**src/rtl/vend_pkg.sv**
```systemverilog
// Shared types and default parameters for the vend dispense controller.
package vend_pkg;

  localparam int CHANGE_W          = 2;
  localparam int FIFO_DEPTH_DEF    = 4;
  localparam int MOTOR_TIMEOUT_DEF = 16;
  localparam int GAP_CYCLES_DEF    = 3;

  typedef enum logic [2:0] {
    ST_IDLE,
    ST_DISPENSE,
    ST_CHANGE,
    ST_GAP,
    ST_FAULT
  } state_e;

endpackage

```
**src/rtl/vend_fifo.sv**
```systemverilog
// Synchronous FIFO holding the change count of each pending vend.
// DEPTH must be a power of two so the pointers wrap naturally.
module vend_fifo #(
  parameter int DEPTH = 4,
  parameter int WIDTH = 2
) (
  input  logic             clk,
  input  logic             rst,
  input  logic             push,
  input  logic [WIDTH-1:0] wdata,
  input  logic             pop,
  input  logic             flush,
  output logic [WIDTH-1:0] rdata,
  output logic             full,
  output logic             empty
);

  localparam int AW = $clog2(DEPTH);
  localparam int CW = AW + 1;

  logic [AW-1:0]    wr_ptr_q, wr_ptr_d;
  logic [AW-1:0]    rd_ptr_q, rd_ptr_d;
  logic [CW-1:0]    count_q, count_d;
  logic [WIDTH-1:0] mem_q [DEPTH];
  logic             push_en;
  logic             pop_en;

  assign full    = (count_q == CW'(DEPTH));
  assign empty   = (count_q == '0);
  assign push_en = push && !full && !flush;
  assign pop_en  = pop && !empty && !flush;
  assign rdata   = mem_q[rd_ptr_q];

  // Next pointer and occupancy; a flush empties the queue outright.
  always_comb begin
    // NOTE: every output of this block gets a default first so no path leaves it unassigned (no latch).
    wr_ptr_d = wr_ptr_q;
    rd_ptr_d = rd_ptr_q;
    count_d  = count_q;
    if (flush) begin
      wr_ptr_d = '0;
      rd_ptr_d = '0;
      count_d  = '0;
    end else begin
      if (push_en) wr_ptr_d = wr_ptr_q + AW'(1);
      if (pop_en)  rd_ptr_d = rd_ptr_q + AW'(1);
      case ({push_en, pop_en})
        2'b10:   count_d = count_q + CW'(1);
        2'b01:   count_d = count_q - CW'(1);
        default: count_d = count_q;
      endcase
    end
  end

  // Pointer/occupancy registers with synchronous active-low reset.
  always_ff @(posedge clk) begin
    // NOTE: state flops use non-blocking assignment so every flop samples pre-edge values.
    if (!rst) begin
      wr_ptr_q <= '0;
      rd_ptr_q <= '0;
      count_q  <= '0;
    end else begin
      wr_ptr_q <= wr_ptr_d;
      rd_ptr_q <= rd_ptr_d;
      count_q  <= count_d;
    end
  end

  // Storage write port.
  always_ff @(posedge clk) begin
    // NOTE: storage is deliberately not reset; entries are only ever read behind a valid count.
    if (push_en) mem_q[wr_ptr_q] <= wdata;
  end

endmodule

```
**src/rtl/vend_dispense_ctrl.sv**
```systemverilog
// Dispense sequencer: queues vends, runs the motor with a timeout,
// pays out change one coin per hopper ack, then settles before the next vend.
module vend_dispense_ctrl
  import vend_pkg::*;
#(
  parameter int FIFO_DEPTH    = FIFO_DEPTH_DEF,
  parameter int MOTOR_TIMEOUT = MOTOR_TIMEOUT_DEF,
  parameter int GAP_CYCLES    = GAP_CYCLES_DEF
) (
  input  logic                clk,
  input  logic                rst,
  input  logic                vend_valid,
  input  logic [CHANGE_W-1:0] vend_change,
  output logic                vend_ready,
  output logic                motor_on,
  input  logic                motor_done,
  output logic                hopper_pulse,
  input  logic                hopper_ack,
  input  logic                fault_clr,
  output logic                busy,
  output logic                fault,
  output logic                overflow
);

  localparam int TW = $clog2(MOTOR_TIMEOUT + 1);
  localparam int GW = $clog2(GAP_CYCLES + 2);
  // GAP lasts GAP_CYCLES cycles: the counter is loaded with one less and leaves at zero.
  localparam logic [GW-1:0] GAP_LOAD = GW'((GAP_CYCLES > 0) ? GAP_CYCLES - 1 : 0);

  state_e              state_q, state_d;
  logic [TW-1:0]       timer_q, timer_d;
  logic [CHANGE_W-1:0] coin_cnt_q, coin_cnt_d;
  logic [GW-1:0]       gap_cnt_q, gap_cnt_d;
  logic                hopper_pulse_q, hopper_pulse_d;
  logic                overflow_q, overflow_d;

  logic                fifo_push, fifo_pop, fifo_flush;
  logic                fifo_full, fifo_empty;
  logic [CHANGE_W-1:0] fifo_rdata;

  assign vend_ready   = !fifo_full && (state_q != ST_FAULT);
  assign fifo_push    = vend_valid && vend_ready;
  assign motor_on     = (state_q == ST_DISPENSE);
  assign hopper_pulse = hopper_pulse_q;
  assign fault        = (state_q == ST_FAULT);
  assign busy         = (state_q != ST_IDLE) || !fifo_empty;
  assign overflow     = overflow_q;

  vend_fifo #(
    .DEPTH (FIFO_DEPTH),
    .WIDTH (CHANGE_W)
  ) u_fifo (
    .clk   (clk),
    .rst   (rst),
    .push  (fifo_push),
    .wdata (vend_change),
    .pop   (fifo_pop),
    .flush (fifo_flush),
    .rdata (fifo_rdata),
    .full  (fifo_full),
    .empty (fifo_empty)
  );

  // Next-state, counter and pulse logic for the dispense sequence.
  always_comb begin
    state_d        = state_q;
    timer_d        = timer_q;
    coin_cnt_d     = coin_cnt_q;
    gap_cnt_d      = gap_cnt_q;
    hopper_pulse_d = 1'b0;
    fifo_pop       = 1'b0;
    fifo_flush     = 1'b0;
    overflow_d     = vend_valid && !vend_ready;

    case (state_q)
      ST_IDLE: begin
        if (!fifo_empty) begin
          fifo_pop   = 1'b1;
          coin_cnt_d = fifo_rdata;
          timer_d    = TW'(MOTOR_TIMEOUT);
          state_d    = ST_DISPENSE;
        end
      end
      ST_DISPENSE: begin
        // motor_done takes priority over a timeout landing on the same cycle.
        if (motor_done) begin
          timer_d = '0;
          if (coin_cnt_q == '0) begin
            gap_cnt_d = GAP_LOAD;
            state_d   = ST_GAP;
          end else begin
            hopper_pulse_d = 1'b1;
            state_d        = ST_CHANGE;
          end
        end else if (timer_q <= TW'(1)) begin
          timer_d = '0;
          state_d = ST_FAULT;
        end else begin
          timer_d = timer_q - TW'(1);
        end
      end
      ST_CHANGE: begin
        // A new coin is only requested after the previous one is acknowledged.
        if (hopper_ack && (coin_cnt_q != '0)) begin
          coin_cnt_d = coin_cnt_q - CHANGE_W'(1);
          if (coin_cnt_q == CHANGE_W'(1)) begin
            gap_cnt_d = GAP_LOAD;
            state_d   = ST_GAP;
          end else begin
            hopper_pulse_d = 1'b1;
          end
        end
      end
      ST_GAP: begin
        if (gap_cnt_q == '0) state_d = ST_IDLE;
        else                 gap_cnt_d = gap_cnt_q - GW'(1);
      end
      ST_FAULT: begin
        if (fault_clr) begin
          fifo_flush = 1'b1;
          state_d    = ST_IDLE;
        end
      end
      default: state_d = ST_IDLE;
    endcase
  end

  // Controller registers; reset aborts any operation in progress on the same edge.
  always_ff @(posedge clk) begin
    if (!rst) begin
      state_q        <= ST_IDLE;
      timer_q        <= '0;
      coin_cnt_q     <= '0;
      gap_cnt_q      <= '0;
      hopper_pulse_q <= 1'b0;
      overflow_q     <= 1'b0;
    end else begin
      state_q        <= state_d;
      timer_q        <= timer_d;
      coin_cnt_q     <= coin_cnt_d;
      gap_cnt_q      <= gap_cnt_d;
      hopper_pulse_q <= hopper_pulse_d;
      overflow_q     <= overflow_d;
    end
  end

endmodule

```
**config.mk**
```make
export PLATFORM = sky130hd
export DESIGN_NAME = vend_dispense_ctrl
export DESIGN_NICKNAME = d
export VERILOG_FILES = /design/src/rtl/vend_pkg.sv /design/src/rtl/vend_fifo.sv /design/src/rtl/vend_dispense_ctrl.sv
export SDC_FILE = /design/constraint.sdc
export NUM_CORES = 1
export LEC_CHECK = 0
export ABC_AREA = 1
export BUFFER_PORTS_ARGS = -buffer_cell sky130_fd_sc_hd__clkbuf_2
export CAP_MARGIN = 20
export CORE_UTILIZATION = 40
export CTS_CLUSTER_SIZE = 25
export DETAILED_ROUTE_END_ITERATION = 10
export HOLD_SLACK_MARGIN = 0.06
export PLACE_DENSITY_LB_ADDON = 0.1
export SYNTH_ARGS = -nofsm -noshare
export SYNTH_HDL_FRONTEND = slang
export SYNTH_HIERARCHICAL = 1
export SYNTH_SLANG_ARGS = --single-unit
```
**constraint.sdc**
```tcl
create_clock -name clk -period 2.8 [get_ports clk]
set_input_delay 0.14 -clock clk [delete_from_list [all_inputs] [get_ports clk]]
set_output_delay 0.14 -clock clk [all_outputs]
set_load 0.01 [all_outputs]
```
==> results of run 1 <==
[path summary, 6_finish.rpt]
path	start	slack [ns]	depth (start not counted)	end
min reg2reg	gap_cnt_q[0]	0.46	2	gap_cnt_q[0]
max reg2reg	u_fifo/count_q[2]	0.61	17	u_fifo/count_q[2]
min	vend_change[1]	0.07	1	u_fifo/mem_q[0][1]
max	u_fifo/count_q[2]	0.61	17	u_fifo/count_q[2]
[per-stage QoR]
step                      worst slack (ns)  cell area [µm²]
final                                0.608             2010
after global routing                 0.367             2010
after CTS                            0.597             2010
after detailed placement             0.610             1900
after global placement               0.599             1900
after floorplan                      0.783             1770
[cell type report]
class | count | area, µm² | area share [%]
repair buffers | 13 | 65.1 | 3.23
multi-input cells | 156 | 865 | 43.0
inverters | 50 | 188 | 9.33
well taps | 50 | 62.6 | 3.11
clock buffers | 5 | 68.8 | 3.42
flip-flops and latches | 32 | 721 | 35.8
clock inverters | 3 | 42.5 | 2.11
[cells by family (layout without fill, tap and decap cells)]
logic type / after synthesis / in the layout
AO/OA/AOI/OAI: 32 / 32
AND/OR/NAND/NOR: 110 / 110
flip-flops: 32 / 32
adder cells (fa/ha/maj): 12 / 12
buffers and inverters: 50 / 71
XOR/XNOR: 2 / 2
[sequential cells by signal, indices dropped and copies added, names as in the netlist, named ones only]
name / cells
coin_cnt_q: 2
state_q: 3
u_fifo/mem_q: 8
gap_cnt_q: 3
u_fifo/rd_ptr_q: 2
timer_q: 5
u_fifo/wr_ptr_q: 2
overflow: 1
u_fifo/count_q: 3
hopper_pulse: 1
[power by group]
| part | total (W) | internal (W) | switching, W | leakage, nW |
|---|---|---|---|---|
| sequential | 0.000672 | 0.000589 | 0.0000826 | 0.270 |
| combinational | 0.000920 | 0.000330 | 0.000590 | 0.639 |
| clock | 0.000445 | 0.000263 | 0.000182 | 0.0541 |
[critical path, delay by kind of cell, from the launching register on]
kind / cells / cell delay, ns
and+or+nand+nor: 9 / 0.76
adders and majority gates: 2 / 0.53
buffers and inverters: 6 / 0.44
DFF: 1 / 0.37
[cells in the final DEF (no fill, tap or decap), types with 2 or more instances in the layout]
cell type	count
nand2_1	45
ha_1	11
edfxtp_1	8
o22ai_1	3
clkbuf_2	13
nor3_1	4
nand2_2	4
a21oi_1	14
inv_1	44
nor2_1	29
clkbuf_8	5
xor2_1	2
dfxtp_1	24
nand2_4	2
nand4_1	3
nand3_1	15
o21ai_1	2
o211ai_1	2
nor2_2	4
o21ai_0	7
nand3_2	2
inv_2	6
[routing by layer]
metal	routed length, µm	track usage, %
met1	1580	18.8
met2	1440	25.2
met3	109	4.93
met4	68	8.59
met5	0	0
==> reports/metrics.cfg, run 1 <==
[place]
portBuffers=13
gp_congestion=0.784
placed_cells=301
dp_hpwl_mm=2.45

[timing]
tightestPinTransition_ns=0.359
rsz0062_at_grt=no
period_share_pct=78.3
fin_crit_ns=2.19
slew_violations=0
whs_ns=0.0708
skew_ns=0.00265
setup_violations=0
fmax_mhz=456
fin_tns_setup_ns=0
final-hold-violation-count=0
relSlewSlack_pct=76.0

[cts]
clk_path_buf_depth=2
post_cts_buffers=0
cts_tree=built
clock-root-buffer=clkbuf_8
path_clk_slew_ns=0.07
ctsResizeCount=0
cts_sinks=32
clk_latency_ns=0.29
hold_buffers=0
h-tree-depth=2
numCtsBuffers=5

[logic_synthesis]
syn_inst=238
synth_ff_type=dfxtp_1
synthMuxAreaShare_pct=0
yosys.area.top_type_share_pct=27.1
synth_fp_nets=258
async_flop_share_pct=0
yosys_warnings=6
synth_top_family_by_area=simple AND/OR/NAND/NOR gates
synth_edf_count=8
ys_top_cells_by_count=nand2_1, inv_1, nor2_1
netlist_area_um2=1770
synth_xor_area_share_pct=0.988
yosys.cell_types.count=27
ys_ff_latch=32
synth_adder_area_share_pct=8.89
synthTopCellsByArea=dfxtp_1, edfxtp_1, nand2_1
synth_most_common_cell=nand2_1
synth_top_area_cell=dfxtp_1
syn_area_per_cell_um2=7.45
synthSimpleGateAreaFrac_pct=28.3
ys_seq_area_share_pct=40.6
synth-compound-area-share_pct=10.6

[detailed_routing]
drtIter0Drc=57
firstDrtPassIters=4
vias=1412
drc_errors=0
antenna_left=0
wl_per_cell_um=10.3
routed_wl_mm=3.20
via_per_inst=4.57

[setup_path]
critPathMaxStageDelay_ns=0.37
critPathSlowestCell=dfxtp_1
worstPathRequired_ns=2.99
cp-end-kind=register
critPathMaxFanout=4
cp.arrival_ns=2.38
cp_common_cell=inv_1
critPathKind=reg2reg
start_kind=register
crit_chain=inv_1 > nand2_2 > inv_1 > nor2_1 > inv_1 > nor2_1 > nand2_2 > inv_2 > ha_1 > inv_1 > fa_1 > inv_1 > nand2_1 > nand3_1 > nand2_1 > nand2_1 > nor2_1

[power]
p_leak_nw=0.963
ir_drop_mv=0.346
finalPower_w=0.00204
p_per_area_nw_per_um2=1010

[grt]
grt_usage_pct=15.8
grt_max_degree=12
grt_overflow_total=0
antenna_found_initial=0
grt_pass1_wl_mm=5.28
first_global_vias=1213

[layout]
drive_gt1_share_pct=16.2
fin_cells=309
fillers=413
nNetsFinal=278
area_delta_synth_final_pct=13.5
num_antenna_cells=0
final_core_util_pct=48.9

[die]
rows=23
die-area_um2=4700
initial_core_util_pct=43.1
die_w_um=68.6
io_pins=14
core_area_um2=4120
die_y_um=68.6

[job]
maxCapViolCount=0

[worst_hold_path]
min_path_type=in2reg

[run_status]
outcome=complete, no violations

Note: power is estimated with default switching activity, not from simulation.
==> run 2, diff against run 1 <==
- clock period: 2.8 -> 1.99 ns (I/O delays scaled with it)
==> run 2 against run 1 <==
  * Clock-buffer cell count is 1 higher
  * Register-to-register slack got worse by 0.54 ns
  * Routed wire length rose by 3.2%
  * Sequential power up 41%
  * Fmax grew 14%
  * Power increased by 53%
  * Design area increased by 8.6%
  * Non-clock buffer count rose by 15
  * Combinational power is 68% higher
  * Die area stayed put
  * Hold slack better by 0.077 ns
  * Critical endpoint unchanged
==> reports/metrics.cfg, run 2 (same netlist as run 1, synthesis figures left out) <==
[cts]
path_clk_slew_ns=0.07  ; about the same
post_cts_buffers=0  ; unchanged
numCtsBuffers=5  ; unchanged
h-tree-depth=2  ; unchanged
cts_sinks=32  ; unchanged
clk_path_buf_depth=2  ; unchanged
clock-root-buffer=clkbuf_8  ; unchanged
clk_latency_ns=0.28  ; was 0.29 ns
cts_tree=built  ; unchanged

[power]
power_frac_comb_pct=49.8  ; was 45.2%
sequentialPowerShare_pct=30.6  ; was 33.0%
internal_power_w=0.00185  ; was 0.00118 W
p_leak_nw=1.03  ; was 0.963 nW
ir_drop_mv=0.538  ; was 0.346 mV
p_sw_w=0.00126  ; was 0.000855 W
swShare_pct=40.5  ; was 42.0%
p_per_area_nw_per_um2=1420  ; was 1010 nW/µm²
pwr-share-clk_pct=19.7  ; was 21.9%

[layout]
area_delta_synth_final_pct=23.3  ; was 13.5%
largest_reg_flops=8  ; unchanged
fillers=428  ; was 413
num_antenna_cells=0  ; unchanged
drive_gt1_share_pct=26.3  ; was 16.2%
reg.largest.list=u_fifo/mem_q (8), timer_q (5)  ; unchanged
mostFrequentLayoutCells=nand2_1, inv_1, nor2_1  ; unchanged
nNetsFinal=293  ; was 278
final_core_util_pct=53.1  ; was 48.9%
final_cell_area_um2=2190  ; was 2010 µm²
top_register=u_fifo/mem_q  ; unchanged
layout_commonest_cell=nand2_1  ; unchanged

[setup_path]
cp_common_cell=nand2_1  ; was inv_1
rr_worst_depth=16  ; was 17
crit_chain=nor2_4 > nand2_2 > nor2_1 > inv_1 > nor2_2 > nand2_2 > inv_2 > ha_4 > inv_4 > fa_2 > inv_2 > nand2_1 > nand3_2 > nand2_1 > nand2_1 > nor2_1  ; was inv_1 > nand2_2 > inv_1 > nor2_1 > inv_1 > nor2_1 > nand2_2 > inv_2 > ha_1 > inv_1 > fa_1 > inv_1 > nand2_1 > nand3_1 > nand2_1 > nand2_1 > nor2_1
rrSetupSlack_ns=0.07  ; was 0.61 ns
worstPathRequired_ns=2.17  ; was 2.99 ns
critPathKind=reg2reg  ; unchanged
critPathMaxFanout=3  ; was 4
r2r_start=state_q[1]  ; was u_fifo/count_q[2]
cp-end-kind=register  ; unchanged
start_kind=register  ; unchanged
critPathSlowestCell=fa_2  ; was dfxtp_1
rr_endpoint=u_fifo/count_q[2]  ; unchanged
cp.arrival_ns=2.11  ; was 2.38 ns
critPathMaxStageDelay_ns=0.37  ; about the same

[timing]
fin_tns_setup_ns=0  ; unchanged
skew_ns=0.00655  ; was 0.00265 ns
whs_ns=0.148  ; was 0.0708 ns
fmax_mhz=520  ; was 456 MHz
tightestPinTransition_ns=0.342  ; was 0.359 ns
final-hold-violation-count=0  ; unchanged
worst_slack_ns=0.0660  ; was 0.608 ns
rsz0062_at_grt=yes  ; was no
setup_violations=0  ; unchanged
relSlewSlack_pct=77.1  ; was 76.0%
fin_crit_ns=1.92  ; was 2.19 ns
slew_violations=0  ; unchanged
period_share_pct=96.7  ; was 78.3%

[detailed_routing]
vias=1507  ; was 1412
drc_errors=0  ; unchanged
wl_per_cell_um=10.2  ; was 10.3 µm
antenna_left=0  ; unchanged
drtIter0Drc=70  ; was 57
firstDrtPassIters=4  ; unchanged
via_per_inst=4.65  ; was 4.57
routed_wl_mm=3.30  ; was 3.20 mm

[die]
die_y_um=68.6  ; unchanged
die-area_um2=4700  ; unchanged
rows=23  ; unchanged
io_pins=14  ; unchanged
die_w_um=68.6  ; unchanged
core_area_um2=4120  ; unchanged
initial_core_util_pct=43.1  ; unchanged

[place]
pre_cts_ws_ns=-0.0207  ; was 0.610 ns
dp_hpwl_mm=2.52  ; was 2.45 mm
gp_congestion=0.855  ; was 0.784
placed_cell_area_um2=2000  ; was 1900 µm²
portBuffers=13  ; unchanged

[grt]
grt_overflow_total=0  ; unchanged
grt_pass1_wl_mm=5.13  ; was 5.28 mm
grt_usage_pct=15.3  ; was 15.8%
grt_max_degree=11  ; was 12
first_global_vias=1279  ; was 1213
antenna_found_initial=0  ; unchanged

[worst_hold_path]
min_from=motor_done  ; was vend_change[1]
holdPathEnd=hopper_pulse  ; was u_fifo/mem_q[0][1]
min_path_type=in2reg  ; unchanged
hold_depth=3  ; was 1

[job]
maxCapViolCount=0  ; unchanged

[run_status]
outcome=complete, no violations  ; unchanged

==> run 2: layer usage <==
| layer | global-route usage, % | part of all wire [%] | wire (µm) |
|---|---|---|---|
| met1 | 16.6 | 48 | 1580 |
| met2 | 25.7 | 47 | 1550 |
| met3 | 5.10 | 3.5 | 115 |
| met4 | 8.85 | 1.7 | 56 |
| met5 | 0 | 0 | 0 |
==> run 2: final cells by class <==
cell class                      count  area, µm²  area share, %
Multi-Input combinational cell    156        912           41.7
Sequential cell                    32        728           33.3
Inverter                           50        190           8.70
Timing Repair Buffer               28        185           8.47
Clock buffer                        6       72.6           3.32
Tap cell                           50       62.6           2.86
Clock inverter                      2       35.0           1.60
==> run 2: what timing repair did <==
action	in CTS	in global routing
pin swaps	0	6
gates resized for setup	2	20
hold endpoints to repair	9	0
hold buffers	3	0
setup endpoints to repair	1	2
==> run 2: critical path, delay by kind of cell (launching register included) <==
family                     cells  cell delay, ns
buffers and inverters          4            0.23
and+or+nand+nor               10            0.74
DFF                            1            0.34
adders and majority gates      2            0.51
==> run 2: worst max-delay path by stage <==
stage | start | end | slack [ns] | cells past startpoint
2_1_floorplan | u_fifo/count_q[2] | u_fifo/count_q[2] | 0.02 | 17
3_3_place_gp | state_q[0] | u_fifo/count_q[2] | 0.0009 | 14
3_5_place_dp | state_q[0] | u_fifo/count_q[2] | -0.02 | 14
4_1_cts | u_fifo/count_q[0] | u_fifo/count_q[2] | 0.02 | 17
5_1_grt | state_q[1] | u_fifo/count_q[2] | -0.04 | 15
6_report | state_q[1] | u_fifo/count_q[2] | 0.07 | 16
==> run 2: per-stage QoR <==
step	power [W]	instances
after global placement	0.00242	313
after floorplan	0.00200	238
final	0.00311	324
after detailed placement	0.00241	313
after CTS	0.00305	324
after global routing	0.00340	324
==> run 2: power groups by stage <==
stage / logic, W / registers, W / clock network, W
3_5_place_dp: 0.00146 / 0.000950 / 0
2_1_floorplan: 0.00106 / 0.000940 / 0
6_report: 0.00155 / 0.000950 / 0.000612
4_1_cts: 0.00148 / 0.000938 / 0.000631
5_1_grt: 0.00177 / 0.000972 / 0.000656
3_3_place_gp: 0.00147 / 0.000950 / 0
==> run 3, diff against run 2 <==
- CORE_ASPECT_RATIO: unset -> 2
==> run 3 against run 2 <==
  * First-iteration DRC count decreased by 66%
  * Power decreased by 2.7%
  * Final cell count increased by 1.5%
  * Design area decreased by 0.52%
  * Non-clock buffer count increased by 3
  * Fmax decreased by 0.38%
  * Via count increased by 1.7%
  * Core utilization decreased by 0.97 points
  * Global-route usage increased by 2.0 points
  * Critical path depth decreased by 1
  * Die area increased by 0.34%
  * Critical endpoint unchanged
  * Highest routed layer unchanged
==> reports/metrics.cfg, run 3 (same netlist as run 1, synthesis figures left out) <==
[timing]
skew_ns=0.00736  ; was 0.00655 ns
slew_violations=0  ; unchanged
relSlewSlack_pct=77.5  ; was 77.1%
final-hold-violation-count=0  ; unchanged
period_share_pct=97.1  ; was 96.7%
fin_tns_setup_ns=0  ; unchanged
whs_ns=0.0681  ; was 0.148 ns
fin_crit_ns=1.93  ; was 1.92 ns
fmax_mhz=518  ; was 520 MHz
setup_violations=0  ; unchanged
rsz0062_at_grt=yes  ; unchanged
tightestPinTransition_ns=0.337  ; was 0.342 ns

[layout]
largest_reg_flops=8  ; unchanged
fin_cells=329  ; was 324
top_register=u_fifo/mem_q  ; unchanged
area_delta_synth_final_pct=22.7  ; was 23.3%
nNetsFinal=296  ; was 293
reg.largest.list=u_fifo/mem_q (8), timer_q (5)  ; unchanged
fillers=439  ; was 428
layout_commonest_cell=nand2_1  ; unchanged
num_antenna_cells=0  ; unchanged
mostFrequentLayoutCells=nand2_1, inv_1, nor2_1  ; unchanged
drive_gt1_share_pct=24.5  ; was 26.3%
final_core_util_pct=52.1  ; was 53.1%

[cts]
numCtsBuffers=5  ; unchanged
cts_tree=built  ; unchanged
h-tree-depth=2  ; unchanged
clk_path_buf_depth=2  ; unchanged
cts_sinks=32  ; unchanged
clk_latency_ns=0.28  ; about the same
path_clk_slew_ns=0.08  ; was 0.07 ns
clock-root-buffer=clkbuf_8  ; unchanged

[setup_path]
critPathKind=reg2reg  ; unchanged
cp.arrival_ns=2.15  ; was 2.11 ns
cp-end-kind=register  ; unchanged
worstPathRequired_ns=2.21  ; was 2.17 ns
rr_worst_depth=15  ; was 16
start_kind=register  ; unchanged
critPathMaxFanout=4  ; was 3

[worst_hold_path]
min_path_type=in2reg  ; unchanged
hold_depth=3  ; unchanged

[grt]
first_global_vias=1497  ; was 1279
grt_usage_pct=17.2  ; was 15.3%
grt_pass1_wl_mm=6.13  ; was 5.13 mm
grt_overflow_total=0  ; unchanged
antenna_found_initial=0  ; unchanged
grt_max_degree=13  ; was 11

[power]
power_frac_comb_pct=52.0  ; was 49.8%
pwr-share-clk_pct=16.8  ; was 19.7%
ir_drop_mv=0.759  ; was 0.538 mV
sequentialPowerShare_pct=31.2  ; was 30.6%
finalPower_w=0.00303  ; was 0.00311 W
swShare_pct=42.4  ; was 40.5%
p_leak_nw=1.04  ; was 1.03 nW
p_sw_w=0.00128  ; was 0.00126 W
p_per_area_nw_per_um2=1390  ; was 1420 nW/µm²
internal_power_w=0.00174  ; was 0.00185 W

[detailed_routing]
drtIter0Drc=24  ; was 70
firstDrtPassIters=3  ; was 4
vias=1533  ; was 1507
antenna_left=0  ; unchanged
routed_wl_mm=3.56  ; was 3.30 mm
drc_errors=0  ; unchanged
wl_per_cell_um=10.8  ; was 10.2 µm
via_per_inst=4.66  ; was 4.65

[run_status]
outcome=complete, no violations  ; unchanged

[place]
dp_hpwl_mm=2.91  ; was 2.52 mm
gp_congestion=0.818  ; was 0.855
placed_cells=317  ; was 313
portBuffers=13  ; unchanged

[die]
io_pins=14  ; unchanged
die_w_um=49.1  ; was 68.6 µm
die-area_um2=4720  ; was 4700 µm²
core_area_um2=4170  ; was 4120 µm²
initial_core_util_pct=42.5  ; was 43.1%
die_y_um=96.2  ; was 68.6 µm
rows=33  ; was 23

[job]
maxCapViolCount=0  ; unchanged

run 3: path summary, 6_finish.rpt:
| path | from | slack, ns | endpoint |
|---|---|---|---|
| worst min register to register | gap_cnt_q[0] | 0.46 | gap_cnt_q[0] |
| worst max register to register | state_q[1] | 0.06 | u_fifo/count_q[2] |
| worst min-delay path | vend_valid | 0.07 | overflow |
| worst max-delay path | state_q[1] | 0.06 | u_fifo/count_q[2] |
run 3: timing repair:
item,CTS,global route
hold buffers,2,0
setup buffers,0,2
resized for setup,4,7
endpoints found under the setup margin,2,2
pin swaps,0,6
endpoints found under the hold margin,8,0
run 3: critical path, stage by stage, from the launching register on:
cell and delay (ns):
dfxtp_4 0.36, nor2_4 0.14, nand2_2 0.07, nor2_1 0.09, inv_1 0.05, nor2_2 0.13
nand2_2 0.07, inv_2 0.07, ha_4 0.13, inv_2 0.04, fa_2 0.35, nand2_1 0.09
nand3_2 0.08, nand2_1 0.07, nand2_1 0.04, nor2_1 0.08
run 3: routing by layer:
metal	track usage, %	vias up	routed length [µm]
li1	-	822	-
met1	14.4	682	1250
met2	36.0	19	2110
met3	3.79	10	78
met4	8.33	0	119
met5	0	-	0
run 3: final cells by class:
type	instances	area [µm²]	area share, %
tap	52	65.1	2.99
clock inverter	3	23.8	1.09
multi-input combinational	156	897	41.3
clock buffer	5	68.8	3.16
inverter	50	188	8.63
timing repair buffer	31	205	9.44
sequential	32	727	33.4
run 3: metrics by stage:
step / setup slack, ns / area, µm²
6_report: 0.0586 / 2170
3_3_place_gp: -0.0149 / 2010
3_5_place_dp: -0.0721 / 2010
2_1_floorplan: 0.0173 / 1780
4_1_cts: 0.00949 / 2140
5_1_grt: -0.113 / 2170
run 3: power groups by stage:
stage	logic [W]	registers (W)	clock network [W]
2_1_floorplan	0.00106	0.000940	0
3_5_place_dp	0.00151	0.000957	0
6_report	0.00157	0.000945	0.000508
3_3_place_gp	0.00151	0.000950	0
4_1_cts	0.00153	0.000948	0.000528
5_1_grt	0.00182	0.000967	0.000553
